<file path="src/rtl/ro_puf_eval.sv">
// ro_puf_eval: ring-oscillator PUF evaluator.
// For each of RESP_W challenge pairs, enables the two selected oscillators,
// counts their synchronised rising edges over a WINDOW-cycle window after
// SETTLE cycles of warm-up, and records whether the first one counted more.
// Optional feature macro: RO_PUF_MARGIN_EN (per-bit stability flag from the
// count difference versus MARGIN). When undefined, stable goes all-ones at DONE.
module ro_puf_eval #(
  parameter int NUM_RO = 16,
  parameter int SEL_W  = 4,
  parameter int RESP_W = 4,
  parameter int CNT_W  = 16,
  parameter int WINDOW = 4096,
  parameter int SETTLE = 16,
  parameter int MARGIN = 8
) (
  input  logic                      clock,
  input  logic                      reset,
  input  logic                      enable,
  input  logic                      start,
  input  logic [RESP_W*SEL_W-1:0]   cha0,
  input  logic [RESP_W*SEL_W-1:0]   cha1,
  input  logic [NUM_RO-1:0]         ro_in,
  output logic [NUM_RO-1:0]         ro_en,
  output logic                      busy,
  output logic                      valid,
  output logic [RESP_W-1:0]         response,
  output logic                      cfg_err,
  output logic [RESP_W-1:0]         stable
);

  localparam int TMR_MAX = (WINDOW > SETTLE) ? WINDOW : SETTLE;
  localparam int TMR_W   = $clog2(TMR_MAX) + 1;
  localparam int IDX_W   = (RESP_W > 1) ? $clog2(RESP_W) : 1;

  typedef enum logic [2:0] {
    S_IDLE, S_ARM, S_SETTLE, S_COUNT, S_COMPARE, S_DONE
  } state_t;

  state_t                    state_q, state_d;
  logic [NUM_RO-1:0]         s1_q, s2_q, s3_q;
  logic [NUM_RO-1:0]         rise;
  logic [RESP_W*SEL_W-1:0]   cha0_q, cha0_d, cha1_q, cha1_d;
  logic [IDX_W-1:0]          idx_q, idx_d;
  logic [TMR_W-1:0]          tmr_q, tmr_d;
  logic [CNT_W-1:0]          cnt0_q, cnt0_d, cnt1_q, cnt1_d;
  logic [RESP_W-1:0]         acc_q, acc_d;
  logic [NUM_RO-1:0]         ro_en_q, ro_en_d;
  logic                      busy_q, busy_d, valid_q, valid_d, cfg_err_q, cfg_err_d;
  logic [RESP_W-1:0]         resp_q, resp_d, stable_q, stable_d;
  logic [SEL_W-1:0]          sel0, sel1;
  logic                      pair_ok, e0, e1, stab_bit;
  logic [NUM_RO-1:0]         pair_mask;
`ifdef RO_PUF_MARGIN_EN
  logic [RESP_W-1:0]         sacc_q, sacc_d;
  logic [CNT_W-1:0]          diff;
`endif

  // Two-flop synchroniser plus a third stage for rising-edge detection
  always_ff @(posedge clock or posedge reset) begin
    if (reset) begin
      s1_q <= '0;
      s2_q <= '0;
      s3_q <= '0;
    end else begin
      s1_q <= ro_in;
      s2_q <= s1_q;
      s3_q <= s2_q;
    end
  end

  assign rise = s2_q & ~s3_q;

  // Decode the current pair: indices, validity, enable mask and edge taps
  always_comb begin
    sel0      = '0;
    sel1      = '0;
    e0        = 1'b0;
    e1        = 1'b0;
    pair_mask = '0;
    for (int unsigned i = 0; i < RESP_W; i++) begin
      if (32'(idx_q) == i) begin
        sel0 = cha0_q[i*SEL_W +: SEL_W];
        sel1 = cha1_q[i*SEL_W +: SEL_W];
      end
    end
    pair_ok = (sel0 != sel1) && (32'(sel0) < NUM_RO) && (32'(sel1) < NUM_RO);
    for (int unsigned k = 0; k < NUM_RO; k++) begin
      if (32'(sel0) == k) e0 = rise[k];
      if (32'(sel1) == k) e1 = rise[k];
      if (pair_ok && (32'(sel0) == k || 32'(sel1) == k)) pair_mask[k] = 1'b1;
    end
`ifdef RO_PUF_MARGIN_EN
    diff     = (cnt0_q >= cnt1_q) ? (cnt0_q - cnt1_q) : (cnt1_q - cnt0_q);
    stab_bit = pair_ok && (diff >= CNT_W'(MARGIN));
`else
    stab_bit = 1'b1;
`endif
  end

  // Next-state and datapath updates; abort overrides every non-IDLE state
  always_comb begin
    state_d   = state_q;
    cha0_d    = cha0_q;
    cha1_d    = cha1_q;
    idx_d     = idx_q;
    tmr_d     = tmr_q;
    cnt0_d    = cnt0_q;
    cnt1_d    = cnt1_q;
    acc_d     = acc_q;
    ro_en_d   = ro_en_q;
    busy_d    = busy_q;
    valid_d   = 1'b0;
    cfg_err_d = cfg_err_q;
    resp_d    = resp_q;
    stable_d  = stable_q;
`ifdef RO_PUF_MARGIN_EN
    sacc_d    = sacc_q;
`endif
    case (state_q)
      S_IDLE: begin
        if (start && enable) begin
          cha0_d    = cha0;
          cha1_d    = cha1;
          idx_d     = '0;
          cfg_err_d = 1'b0;
          busy_d    = 1'b1;
          state_d   = S_ARM;
        end
      end
      S_ARM: begin
        cnt0_d  = '0;
        cnt1_d  = '0;
        tmr_d   = '0;
        ro_en_d = pair_mask;
        state_d = (SETTLE == 0) ? S_COUNT : S_SETTLE;
      end
      S_SETTLE: begin
        if (32'(tmr_q) + 1 >= SETTLE) begin
          tmr_d   = '0;
          state_d = S_COUNT;
        end else begin
          tmr_d = tmr_q + TMR_W'(1);
        end
      end
      S_COUNT: begin
        if (e0 && cnt0_q != '1) cnt0_d = cnt0_q + CNT_W'(1);
        if (e1 && cnt1_q != '1) cnt1_d = cnt1_q + CNT_W'(1);
        if (32'(tmr_q) + 1 >= WINDOW) begin
          tmr_d   = '0;
          state_d = S_COMPARE;
        end else begin
          tmr_d = tmr_q + TMR_W'(1);
        end
      end
      S_COMPARE: begin
        for (int unsigned i = 0; i < RESP_W; i++) begin
          if (32'(idx_q) == i) begin
            acc_d[i] = pair_ok && (cnt0_q > cnt1_q);
`ifdef RO_PUF_MARGIN_EN
            sacc_d[i] = stab_bit;
`endif
          end
        end
        if (!pair_ok) cfg_err_d = 1'b1;
        ro_en_d = '0;
        if (32'(idx_q) == RESP_W - 1) begin
          state_d = S_DONE;
        end else begin
          idx_d   = idx_q + IDX_W'(1);
          state_d = S_ARM;
        end
      end
      S_DONE: begin
        resp_d = acc_q;
`ifdef RO_PUF_MARGIN_EN
        stable_d = sacc_q;
`else
        stable_d = {RESP_W{stab_bit}};
`endif
        valid_d = 1'b1;
        busy_d  = 1'b0;
        state_d = S_IDLE;
      end
      default: state_d = S_IDLE;
    endcase
    if (state_q != S_IDLE && !enable) begin
      state_d  = S_IDLE;
      ro_en_d  = '0;
      busy_d   = 1'b0;
      valid_d  = 1'b0;
      resp_d   = resp_q;
      stable_d = stable_q;
    end
  end

  // FSM state register
  always_ff @(posedge clock or posedge reset) begin
    if (reset) state_q <= S_IDLE;
    else       state_q <= state_d;
  end

  // Datapath and output registers
  always_ff @(posedge clock or posedge reset) begin
    if (reset) begin
      cha0_q    <= '0;
      cha1_q    <= '0;
      idx_q     <= '0;
      tmr_q     <= '0;
      cnt0_q    <= '0;
      cnt1_q    <= '0;
      acc_q     <= '0;
      ro_en_q   <= '0;
      busy_q    <= 1'b0;
      valid_q   <= 1'b0;
      cfg_err_q <= 1'b0;
      resp_q    <= '0;
      stable_q  <= '0;
`ifdef RO_PUF_MARGIN_EN
      sacc_q    <= '0;
`endif
    end else begin
      cha0_q    <= cha0_d;
      cha1_q    <= cha1_d;
      idx_q     <= idx_d;
      tmr_q     <= tmr_d;
      cnt0_q    <= cnt0_d;
      cnt1_q    <= cnt1_d;
      acc_q     <= acc_d;
      ro_en_q   <= ro_en_d;
      busy_q    <= busy_d;
      valid_q   <= valid_d;
      cfg_err_q <= cfg_err_d;
      resp_q    <= resp_d;
      stable_q  <= stable_d;
`ifdef RO_PUF_MARGIN_EN
      sacc_q    <= sacc_d;
`endif
    end
  end

  assign ro_en    = ro_en_q;
  assign busy     = busy_q;
  assign valid    = valid_q;
  assign response = resp_q;
  assign cfg_err  = cfg_err_q;
  assign stable   = stable_q;

endmodule

</file>
<file path="config.mk">
export PLATFORM = sky130hd
export DESIGN_NAME = ro_puf_eval
export DESIGN_NICKNAME = d
export VERILOG_FILES = /design/src/rtl/ro_puf_eval.sv
export SDC_FILE = /design/constraint.sdc
export NUM_CORES = 1
export LEC_CHECK = 0
export ABC_AREA = 1
export CORE_ASPECT_RATIO = 0.9
export CORE_MARGIN = 1.5
export CORE_UTILIZATION = 50
export CTS_BUF_LIST = sky130_fd_sc_hd__clkbuf_4 sky130_fd_sc_hd__clkbuf_8 sky130_fd_sc_hd__clkbuf_16
export CTS_CLUSTER_DIAMETER = 40
export DETAILED_ROUTE_END_ITERATION = 10
export PLACE_DENSITY = 0.74
export SLEW_MARGIN = 40
export SYNTH_ARGS = -nofsm -noshare
export SYNTH_HDL_FRONTEND = slang
export SYNTH_SLANG_ARGS = --single-unit
</file>
<file path="constraint.sdc">
create_clock -name clock -period 8.11 [get_ports clock]
set_clock_uncertainty 0.1 [all_clocks]
set_input_delay 2.0275 -clock clock [delete_from_list [all_inputs] [get_ports clock]]
set_output_delay 2.0275 -clock clock [all_outputs]
set_load 0.02 [all_outputs]
</file>
After elaboration in Yosys (flattened, before gate mapping)
Cells that the tools add are included.

Muxes and demuxes: 82. Reductions and logical operators: 60. Shift operators: 0. Eq/ne operators: 49. $mul: 0. Add/subtract/negate cells: 5. Bitwise gates (word level): 3. $lt $le $gt $ge: 3. Divide/modulo/power cells: 0.

Operators with widths (count): 16-bit one-hot mux with 2 select lines (3); 4-bit equality test, second input constant (16); 1-bit two-way mux (54); 16-bit two-way mux (3); 13-bit one-hot mux with 3 select lines (1); 16-bit by 1-bit adder with 16-bit output, second input constant (2); 4-bit by 3-bit equality test with 1-bit output, second input constant (8); 32-bit by 5-bit >= comparator with 1-bit output, second input constant (1); 4-bit two-way mux (8); 16-bit inequality test, second input constant (2); 13-bit two-way mux (2); 1-bit logical AND (21); 2-bit AND reduction (9); 16-bit AND (1); 4-bit by 2-bit equality test with 1-bit output, second input constant (4); 16-bit greater-than comparator (1); 1-bit logical OR (16); 16-bit inverter (1); 3-bit two-way mux (5); 3-bit one-hot mux with 5 select lines (1); 13-bit by 1-bit adder with 14-bit output, second input constant (1); 14-bit by 13-bit >= comparator with 1-bit output, second input constant (1); 13-bit by 1-bit adder with 13-bit output, second input constant (1); 3-bit nonzero test (4); other kinds (20) (36).

Memories: 0. Bits in latches: 0. Word-level logic and storage cells: 222. Flip-flop bits (word level): 158. Bits in read-only memories: 0. Output and inout bits: 27. RAM bits: 0.

Longest topological paths before layout
Gate-level depths: netlist of run 1.

Depth after elaboration: 25. Depth in mapped cells: 24.

Least setup slack after synthesis of run 1
OpenSTA, ideal clock, no wires.

Kind: input to register. Start point: in start. End point: reg cha0_q[0]. Library setup time: 0.117 ns. Stages on the path: 6. Arrival time: 2.883 ns. Setup slack: 5.010 ns. Cell sequence: nand2_1 nor2_1 inv_1 clkbuf_1 nand2_1 nand2_1.

Longest elaborated chain between the ends: 2.

RTL lines: start, declared (line 19) `input logic start,`; 1-bit logical AND (line 121) `if (start && enable) begin`; 2-bit AND reduction (no line); end signal, assigned (line 222) `cha0_q <= cha0_d;`; end, declared (line 42) `logic [RESP_W*SEL_W-1:0] cha0_q, cha0_d, cha1_q, cha1_d;`.

No other way between the ends. A chain may end at the register's enable or synchronous reset.

Worst setup path in the final report of run 1
Start point: reg, netlist name stable[0]. End point: out stable[2].

RTL lines: end, declared (line 28) `output logic [RESP_W-1:0] stable`.

No word-level cell between the ends.

==> impl_metrics.yaml, run 1 <==
clocking:
  cts_hold_buf: 0
  clk_pin_slew_worst_paths_ns: 0.06
  cts_sinks: 158
  cts_setup_buffers: 0
  cts-root-buf: "clkbuf_16"
  cts_buffer_depth: 2
  numCtsBuffers: 17
  cts_resized: 0
  htreeDepth: 4
  cts_tree: "built"
  clkLatencyLatePin_ns: 0.44
pwr:
  combinationalPowerShare_pct: 40.1
  sw_frac_of_total_pct: 40.0
  p_seq_share_pct: 32.9
  intPower_mw: 1.84
  irDropWorstVdd_uv: 244
  p_switching_mw: 1.22
  leakagePower_nw: 4.55
  clkPwrFrac_pct: 27.0
  cellPowerDensity_mw_per_mm2: 314
sta:
  timing.slew.headroom_pct: 48.2
  fin_tns_setup_ns: 0
  setup_violations: 0
  hold_violations: 0
  finalCriticalPeriod_ns: 3.59
  maxSlewViolCount: 0
  finalWorstSetupSlack_ns: 4.52
  fin_crit_sh_pct: 44.2
  worst_pin_slew_ns: 0.775
  max_freq_mhz: 279
  rsz0062_at_grt: "false"
setup_path:
  critical_path_depth: 1
  cp-start-kind: "flop"
  crit_buf_inv: 1
  critPathMaxStageDelay_ns: 0.63
  critPathCapture: "stable[2]"
  crit_slowest_cell: "clkdlybuf4s50_1"
  reg2reg_from: "idx_q[0]"
  cp_top_family: "buffers and inverters"
  endpoint_kind: "output pin"
  worst_ep_arrival_time_ns: 1.46
  crit_chain: "clkdlybuf4s50_1"
  crit_start: "stable[0]"
  required_ns: 5.98
  ff2ff_setup_slack_ns: 4.74
  path_class: "flop to output pin"
  worst_r2r_endpoint: "ro_en[7]"
  worstPathMaxFanout: 5
  worst_r2r_path_depth: 12
outcome:
  status: "finished clean"
synthesis:
  synth_cell_types: 52
  yosysWarnings: 0
  mappedNetlistNets: 1072
  synthesis.instances: 996
  synth_edf_count: 0
  synth_seq_cells: 158
  netlist.area_leader.share_pct: 48.2
  synth_area_leader_cell: "dfrtp_1"
  async_reset_ff_share_pct: 100
  synthTopCellsByCount: "nand2_1 (271), dfrtp_1 (158), nor2_1 (125)"
  yosys-top-cells-area: "dfrtp_1 (48%), nand2_1 (12%), nor2_1 (5.7%)"
  syn_area_mm2: 0.00820
  synth_most_common_cell: "nand2_1"
  synthFlopType: "dfrtp_1"
  synth_area_per_cell_um2: 8.24
  ys_seq_area_share_pct: 48.2
layout:
  synthToLayoutAreaGrowth_pct: 19.0
  n_antenna_cell: 0
  nets: 1148
  layout-drive-gt1-share_pct: 10.5
  instances_no_fill: 1292
  finish.utilization_pct: 60.7
global_routing:
  antenna_found_initial: 0
  grt-ovfl-total: 0
  grt_max_degree: 103
  grt_pass1_vias: 6223
  grt_pass1_wl_mm: 30.1
  track_usage_pct: 21.5
routing:
  vias: 6609
  drcViolationCount: 0
  postRouteAntennaNets: 0
  wl_mm: 17.9
  viasPerCell: 5.12
  drtIter0Drc: 609
  firstDrtPassIters: 5
  wl_per_cell_um: 13.8
placed_design:
  dpl.cell_count: 1259
  place_ws_ns: 4.09
  io_buffer_count: 78
  place_congestion: 0.833
  dpl.hpwl_mm: 12.4
floorplanning:
  initial_core_util_pct: 51.0
  core_mm2: 0.0161
  die_w_um: 138
  dieArea_mm2: 0.0172
  die_height_um: 125
  rows: 44
  top_level_ports: 79
hold_path:
  hold_class: "flop to flop"
  hold_depth: 0
job:
  maxCapViolCount: 0
final cells by class:
class	instances	area [um^2]
tap	207	259
timing repair buffer	84	838
clock inverter	10	135
fill	1369	6310
sequential	158	3950
multi-input combinational	691	3630
inverter	120	463
clock buffer	22	482
power groups by stage:
| stage | registers (mW) | clock network, mW | logic (mW) |
|---|---|---|---|
| 2_1_floorplan | 1.03 | 0 | 0.888 |
| 3_3_place_gp | 1.02 | 0 | 1.19 |
| 3_5_place_dp | 1.02 | 0 | 1.21 |
| 4_1_cts | 1.01 | 0.839 | 1.22 |
| 5_1_grt | 1.02 | 0.875 | 1.35 |
| 6_report | 1.01 | 0.826 | 1.23 |
registers in the layout, summed over array words and instances (netlist names), 4 cells and up:
| signal | flops |
|---|---|
| cha0_q | 16 |
| cha1_q | 16 |
| cnt0_q | 16 |
| cnt1_q | 16 |
| ro_en | 16 |
| s1_q | 16 |
| s2_q | 16 |
| s3_q | 16 |
| tmr_q | 13 |
| acc_q | 4 |
| response | 4 |
cells by family after synthesis:
family | count (synthesis) | synth area share [%]
compound gates | 88 | 7.02
xor+xnor | 29 | 3.10
fa+ha+maj | 24 | 3.66
buf+inv | 147 | 7.69
flops | 158 | 48.2
simple gates | 550 | 30.3
per-stage QoR:
| step | power (mW) | hold slack (ns) | instance area, um^2 |
|---|---|---|---|
| after floorplan | 1.92 | 0.231 | 8200 |
| after detailed placement | 2.22 | 0.235 | 9110 |
| after global placement | 2.20 | 0.234 | 9110 |
| after global routing | 3.25 | 0.254 | 9760 |
| after CTS | 3.07 | 0.248 | 9730 |
| final | 3.06 | 0.247 | 9760 |
placed cells by master (no fill, tap or decap), types with 23 or more instances in the layout:
master           Yosys  routed
xor2_1              24      24
inv_1              105     103
nand3_1             67      67
dfrtp_1            158     158
nand2_1            271     271
clkdlybuf4s50_1      0      78
nor2_1             125     124
ha_1                24      23
worst min-delay path by stage:
stage / to / slack [ns] / startpoint
floorplan: s2_q[0] / 0.23 / s1_q[0]
global placement: s2_q[15] / 0.23 / s1_q[15]
detailed placement: s2_q[0] / 0.23 / s1_q[0]
CTS: s2_q[11] / 0.25 / s1_q[11]
global route: s2_q[9] / 0.25 / s1_q[9]
finish: s2_q[11] / 0.25 / s1_q[11]
routing by layer:
| layer | vias to the layer above | wire, um | global-route usage, % | share of wire (%) |
|---|---|---|---|---|
| li1 | 3329 | - | - | - |
| met1 | 3091 | 8950 | 32.1 | 50 |
| met2 | 169 | 7830 | 31.5 | 44 |
| met3 | 20 | 831 | 4.08 | 4.7 |
| met4 | 0 | 243 | 7.24 | 1.4 |
| met5 | - | 0 | 0 | 0 |
Power figures use the tool's default switching activity.
==> run 2: changes to the inputs <==
Settings changed: PLACE_DENSITY 0.74 to 0.77.
Clock period 8.11 ns to 3.1 ns, I/O delays scaled along.
==> run 2 against run 1 <==
Compared with the run above: clock power grew to 2.7 times the previous value; power grew to 2.7 times the previous value; via count grew 2.0%; cell count grew 0.70%; largest cell class unchanged; critical path depth grew 20; non-clock buffer count grew 10.
==> impl_metrics.yaml, run 2 (same netlist as run 1, synthesis figures left out) <==
outcome:
  status: "finished clean"
sta:
  fin_tns_setup_ns: 0
  fin_crit_sh_pct: 91.6
  maxSlewViolCount: 0
  max_freq_mhz: 352
  timing.slew.headroom_pct: 49.3
  finalCriticalPeriod_ns: 2.84
  setup_violations: 0
  hold_violations: 0
  worst_pin_slew_ns: 0.751
clocking:
  clk_pin_slew_worst_paths_ns: 0.06
  cts-root-buf: "clkbuf_16"
  clkLatencyLatePin_ns: 0.43
  htreeDepth: 4
  numCtsBuffers: 17
  cts_hold_buf: 0
  cts_tree: "built"
  cts_sinks: 158
  cts_buffer_depth: 2
floorplanning:
  initial_core_util_pct: 51.0
  top_level_ports: 79
  rows: 44
  die_height_um: 125
  dieArea_mm2: 0.0172
  core_mm2: 0.0161
  die_w_um: 138
routing:
  drtIter0Drc: 616
  vias: 6744
  wl_met2_mm: 8.24
  wl_per_cell_um: 14.3
  wl_mm: 18.6
  top_layer_used: "met4"
  met1Wirelength_mm: 9.06
  wl_met3_mm: 1.03
  postRouteAntennaNets: 0
  viasPerCell: 5.18
  firstDrtPassIters: 5
  drcViolationCount: 0
setup_path:
  endpoint_kind: "flop"
  cp-start-kind: "flop"
  required_ns: 3.37
  path_class: "flop to flop"
  worst_ep_arrival_time_ns: 3.11
  worstPathMaxFanout: 10
placed_design:
  place_congestion: 0.859
  dpl.cell_count: 1265
  dpl.hpwl_mm: 12.9
  io_buffer_count: 78
pwr:
  irDropWorstVdd_uv: 542
  cellPowerDensity_mw_per_mm2: 827
  leakagePower_nw: 4.60
  total_power_mw: 8.20
layout:
  nets: 1158
  synthToLayoutAreaGrowth_pct: 20.9
  final_common_cell: "nand2_1"
  instances_no_fill: 1301
  mostFrequentLayoutCells: "nand2_1 (271), dfrtp_1 (158), nor2_1 (124)"
  layout-drive-gt1-share_pct: 11.5
  n_antenna_cell: 0
hold_path:
  hold_class: "flop to flop"
global_routing:
  grt_max_degree: 68
  grt-ovfl-total: 0
  grt_pass1_wl_mm: 31.3
  antenna_found_initial: 0
  track_usage_pct: 22.3
  grt_pass1_vias: 6453
job:
  maxCapViolCount: 0
## run 2: changes by cell type in the layout (fill, tap and decap cells not counted), moves of 2 or more
cell	before	now
buf_4	5	13
clkbuf_4	2	0
clkinv_2	4	1
clkinv_4	1	3
clkinvlp_4	1	3
ha_1	23	20
ha_4	0	3
## run 2: metrics by stage
stage	hold slack, ns	setup WS (ns)	utilization, %	cell area, um^2
after floorplan	0.231	0.224	-	8210
after CTS	0.251	0.0421	61.1	9820
after global placement	0.233	0.189	57.1	9180
after global routing	0.260	-0.0186	61.7	9910
after detailed placement	0.237	0.119	57.1	9180
final	0.248	0.260	61.7	9910
## run 2: final timing paths
check	startpoint	to	slack, ns	depth (start not counted)
min in group asynchronous	reset	cha0_q[5]	0.72	3
hold / removal	s1_q[4]	s2_q[4]	0.25	0
setup reg to reg	idx_q[1]	cnt1_q[7]	0.26	21
setup / recovery	idx_q[1]	cnt1_q[7]	0.26	21
max in group asynchronous	reset	cnt0_q[14]	1.85	3
hold reg to reg	s1_q[4]	s2_q[4]	0.25	0
## run 2: power by group
part	internal [mW]	switching, mW	leakage (nW)
clock	1.39	0.856	0.306
combinational	1.11	2.18	2.26
sequential	2.41	0.249	2.04
## run 2: worst max-delay path, cell delays in order, from the launching register on
cell     delay, ns
dfrtp_1       0.43
inv_1         0.19
ha_4          0.25
inv_6         0.06
nand2_1       0.07
nand3_1       0.06
nand2_1       0.09
nand2_2       0.14
nand2_2       0.14
inv_2         0.05
nand3_1       0.08
nand3_1       0.09
nor2_1        0.10
nand4_1       0.09
nand2_1       0.07
nand4_1       0.07
nand2_1       0.09
nand4_2       0.11
nand2_4       0.15
buf_6         0.17
nand3_1       0.09
nand2_1       0.08
## run 2: layer usage
metal	global-route usage (%)	vias to the layer above
li1	-	3339
met1	33.0	3162
met2	33.3	214
met3	4.61	29
met4	6.44	0
met5	0	-
## run 2: layout make-up
cell class / instances / area, um^2
Clock buffer: 19 / 453
Clock inverter: 12 / 184
Fill cell: 1359 / 6160
Inverter: 120 / 459
Multi-Input combinational cell: 691 / 3670
Sequential cell: 158 / 3950
Tap cell: 207 / 259
Timing Repair Buffer: 94 / 930
## run 2: what timing repair did
item	CTS	global route
buffers inserted	0	5
resized for setup	0	11
setup endpoints to repair	0	34
endpoints found under the hold margin	0	0
==> run 3: changes to the inputs <==
Settings changed: TNS_END_PERCENT set to 5.
==> run 3 against run 2 <==
Compared with the run above: register-to-register slack hardly changed; cell area is 0.18% lower; non-clock buffer count is 1 lower; critical path depth stayed put; hold slack hardly changed; sequential share of layout area is 0.071 points higher; utilization is 0.11 points lower; clock power hardly changed; critical path type unchanged; critical endpoint unchanged.
==> impl_metrics.yaml, run 3 (same netlist as run 1, synthesis figures left out) <==
outcome:
  status: "finished clean"
setup_path:
  worstPathMaxFanout: 10
  crit_slowest_cell: "dfrtp_1"
  cp_top_family: "simple AND/OR/NAND/NOR gates"
  cp-start-kind: "flop"
  ff2ff_setup_slack_ns: 0.25
  worst_ep_arrival_time_ns: 3.11
  endpoint_kind: "flop"
  required_ns: 3.37
  crit_buf_inv: 3
  crit_chain: "inv_1 > ha_2 > nand2_1 > nand2_1 > nand3_1 > nand2_1 > nand2_2 > nand2_2 > inv_2 > nand3_1 > nand3_1 > nor2_1 > nand4_1 > nand2_1 > nand4_1 > nand2_1 > nand4_2 > nand2_4 > buf_6 > nand3_1 > nand2_1"
  path_class: "flop to flop"
  critPathMaxStageDelay_ns: 0.43
  cp_common_cell: "nand2_1"
pwr:
  cellPowerDensity_mw_per_mm2: 825
  leakagePower_nw: 4.59
  irDropWorstVdd_uv: 543
layout:
  nets: 1157
  n_antenna_cell: 0
  final_common_cell: "nand2_1"
  mostFrequentLayoutCells: "nand2_1 (271), dfrtp_1 (158), nor2_1 (124)"
  instances_no_fill: 1300
  layout-drive-gt1-share_pct: 11.3
  fill_cells: 1366
  synthToLayoutAreaGrowth_pct: 20.6
sta:
  max_freq_mhz: 351
  setup_violations: 0
  hold_violations: 0
  worst_pin_slew_ns: 0.759
  maxSlewViolCount: 0
  finalCriticalPeriod_ns: 2.85
  rsz0062_at_grt: "true"
  finalWorstSetupSlack_ns: 0.254
  fin_crit_sh_pct: 91.8
  timing.slew.headroom_pct: 48.8
clocking:
  numCtsBuffers: 17
  cts-root-buf: "clkbuf_16"
  cts_buffer_depth: 2
  cts_tree: "built"
  clk_pin_slew_worst_paths_ns: 0.06
  clkLatencyLatePin_ns: 0.43
  cts_sinks: 158
  htreeDepth: 4
placed_design:
  dpl.hpwl_mm: 12.9
  io_buffer_count: 78
  place_ws_ns: 0.119
  place_congestion: 0.859
  dpl.cell_count: 1265
global_routing:
  track_usage_pct: 22.3
  grt_pass1_vias: 6453
  grt_max_degree: 68
  grt_pass1_wl_mm: 31.3
  antenna_found_initial: 0
  grt-ovfl-total: 0
routing:
  drcViolationCount: 0
  vias: 6743
  wl_per_cell_um: 14.2
  postRouteAntennaNets: 0
  drtIter0Drc: 547
  firstDrtPassIters: 5
  viasPerCell: 5.19
  wl_mm: 18.5
hold_path:
  hold_class: "flop to flop"
job:
  maxCapViolCount: 0
floorplanning:
  die_w_um: 138
  top_level_ports: 79
  dieArea_mm2: 0.0172
  initial_core_util_pct: 51.0
  die_height_um: 125
  rows: 44
  core_mm2: 0.0161
[run 3: changes by cell type in the layout (fill, tap and decap cells not counted)]
cell   previous run  this run
buf_4            13        12
ha_4              3         2
ha_2              1         2
inv_1           102       103
inv_2            15        14
[run 3: area by class of cell]
type / instances / area, um^2 / share of cell area [%]
clock inverters: 12 / 184 / 1.86
clock buffers: 19 / 453 / 4.58
flip-flops and latches: 158 / 3950 / 40.0
inverters: 120 / 459 / 4.64
well taps: 207 / 259 / 2.62
multi-input cells: 691 / 3660 / 37.0
repair buffers: 93 / 922 / 9.32
[run 3: repair_timing]
item	in CTS	in global routing
hold buffers	0	0
buffers inserted	0	4
resized for setup	0	9
endpoints found under the setup margin	0	34
[run 3: final timing paths]
| check | from | to | depth (start not counted) |
|---|---|---|---|
| hold / removal | s1_q[4] | s2_q[4] | 0 |
| max in group asynchronous | reset | cnt0_q[14] | 3 |
| hold reg to reg | s1_q[4] | s2_q[4] | 0 |
| setup / recovery | idx_q[1] | cnt1_q[7] | 21 |
| setup reg to reg | idx_q[1] | cnt1_q[7] | 21 |
| min in group asynchronous | reset | cha0_q[10] | 3 |
[run 3: routing by layer]
| layer | global-route usage [%] | part of all wire [%] |
|---|---|---|
| met3 | 4.61 | 5.4 |
| met5 | 0 | 0 |
| met1 | 33.0 | 49 |
| met4 | 6.44 | 1.5 |
| met2 | 33.3 | 44 |
[run 3: worst register-to-register path: stages (launching register included)]
cell and delay, ns:
dfrtp_1 0.43, inv_1 0.14, ha_2 0.30, nand2_1 0.08, nand2_1 0.06, nand3_1 0.06
nand2_1 0.09, nand2_2 0.13, nand2_2 0.14, inv_2 0.05, nand3_1 0.08, nand3_1 0.09
nor2_1 0.10, nand4_1 0.09, nand2_1 0.07, nand4_1 0.07, nand2_1 0.09, nand4_2 0.11
nand2_4 0.15, buf_6 0.17, nand3_1 0.09, nand2_1 0.08
[run 3: where the power goes]
| part | total, mW | internal [mW] | leakage [nW] | switching [mW] |
|---|---|---|---|---|
| Combinational | 3.26 | 1.10 | 2.25 | 2.17 |
| Sequential | 2.66 | 2.41 | 2.04 | 0.248 |
| Clock | 2.24 | 1.39 | 0.306 | 0.849 |
| Total | 8.16 | 4.90 | 4.59 | 3.26 |
[run 3: through the flow]
stage	instance area [um^2]	power, mW	util [%]	hold slack (ns)	setup TNS (ns)
2_1_floorplan	8210	5.01	-	0.231	0
3_3_place_gp	9180	5.76	57.1	0.233	0
3_5_place_dp	9180	5.83	57.1	0.237	0
4_1_cts	9820	8.10	61.1	0.251	0
5_1_grt	9900	8.66	61.6	0.260	-0.290
6_report	9900	8.16	61.6	0.248	0
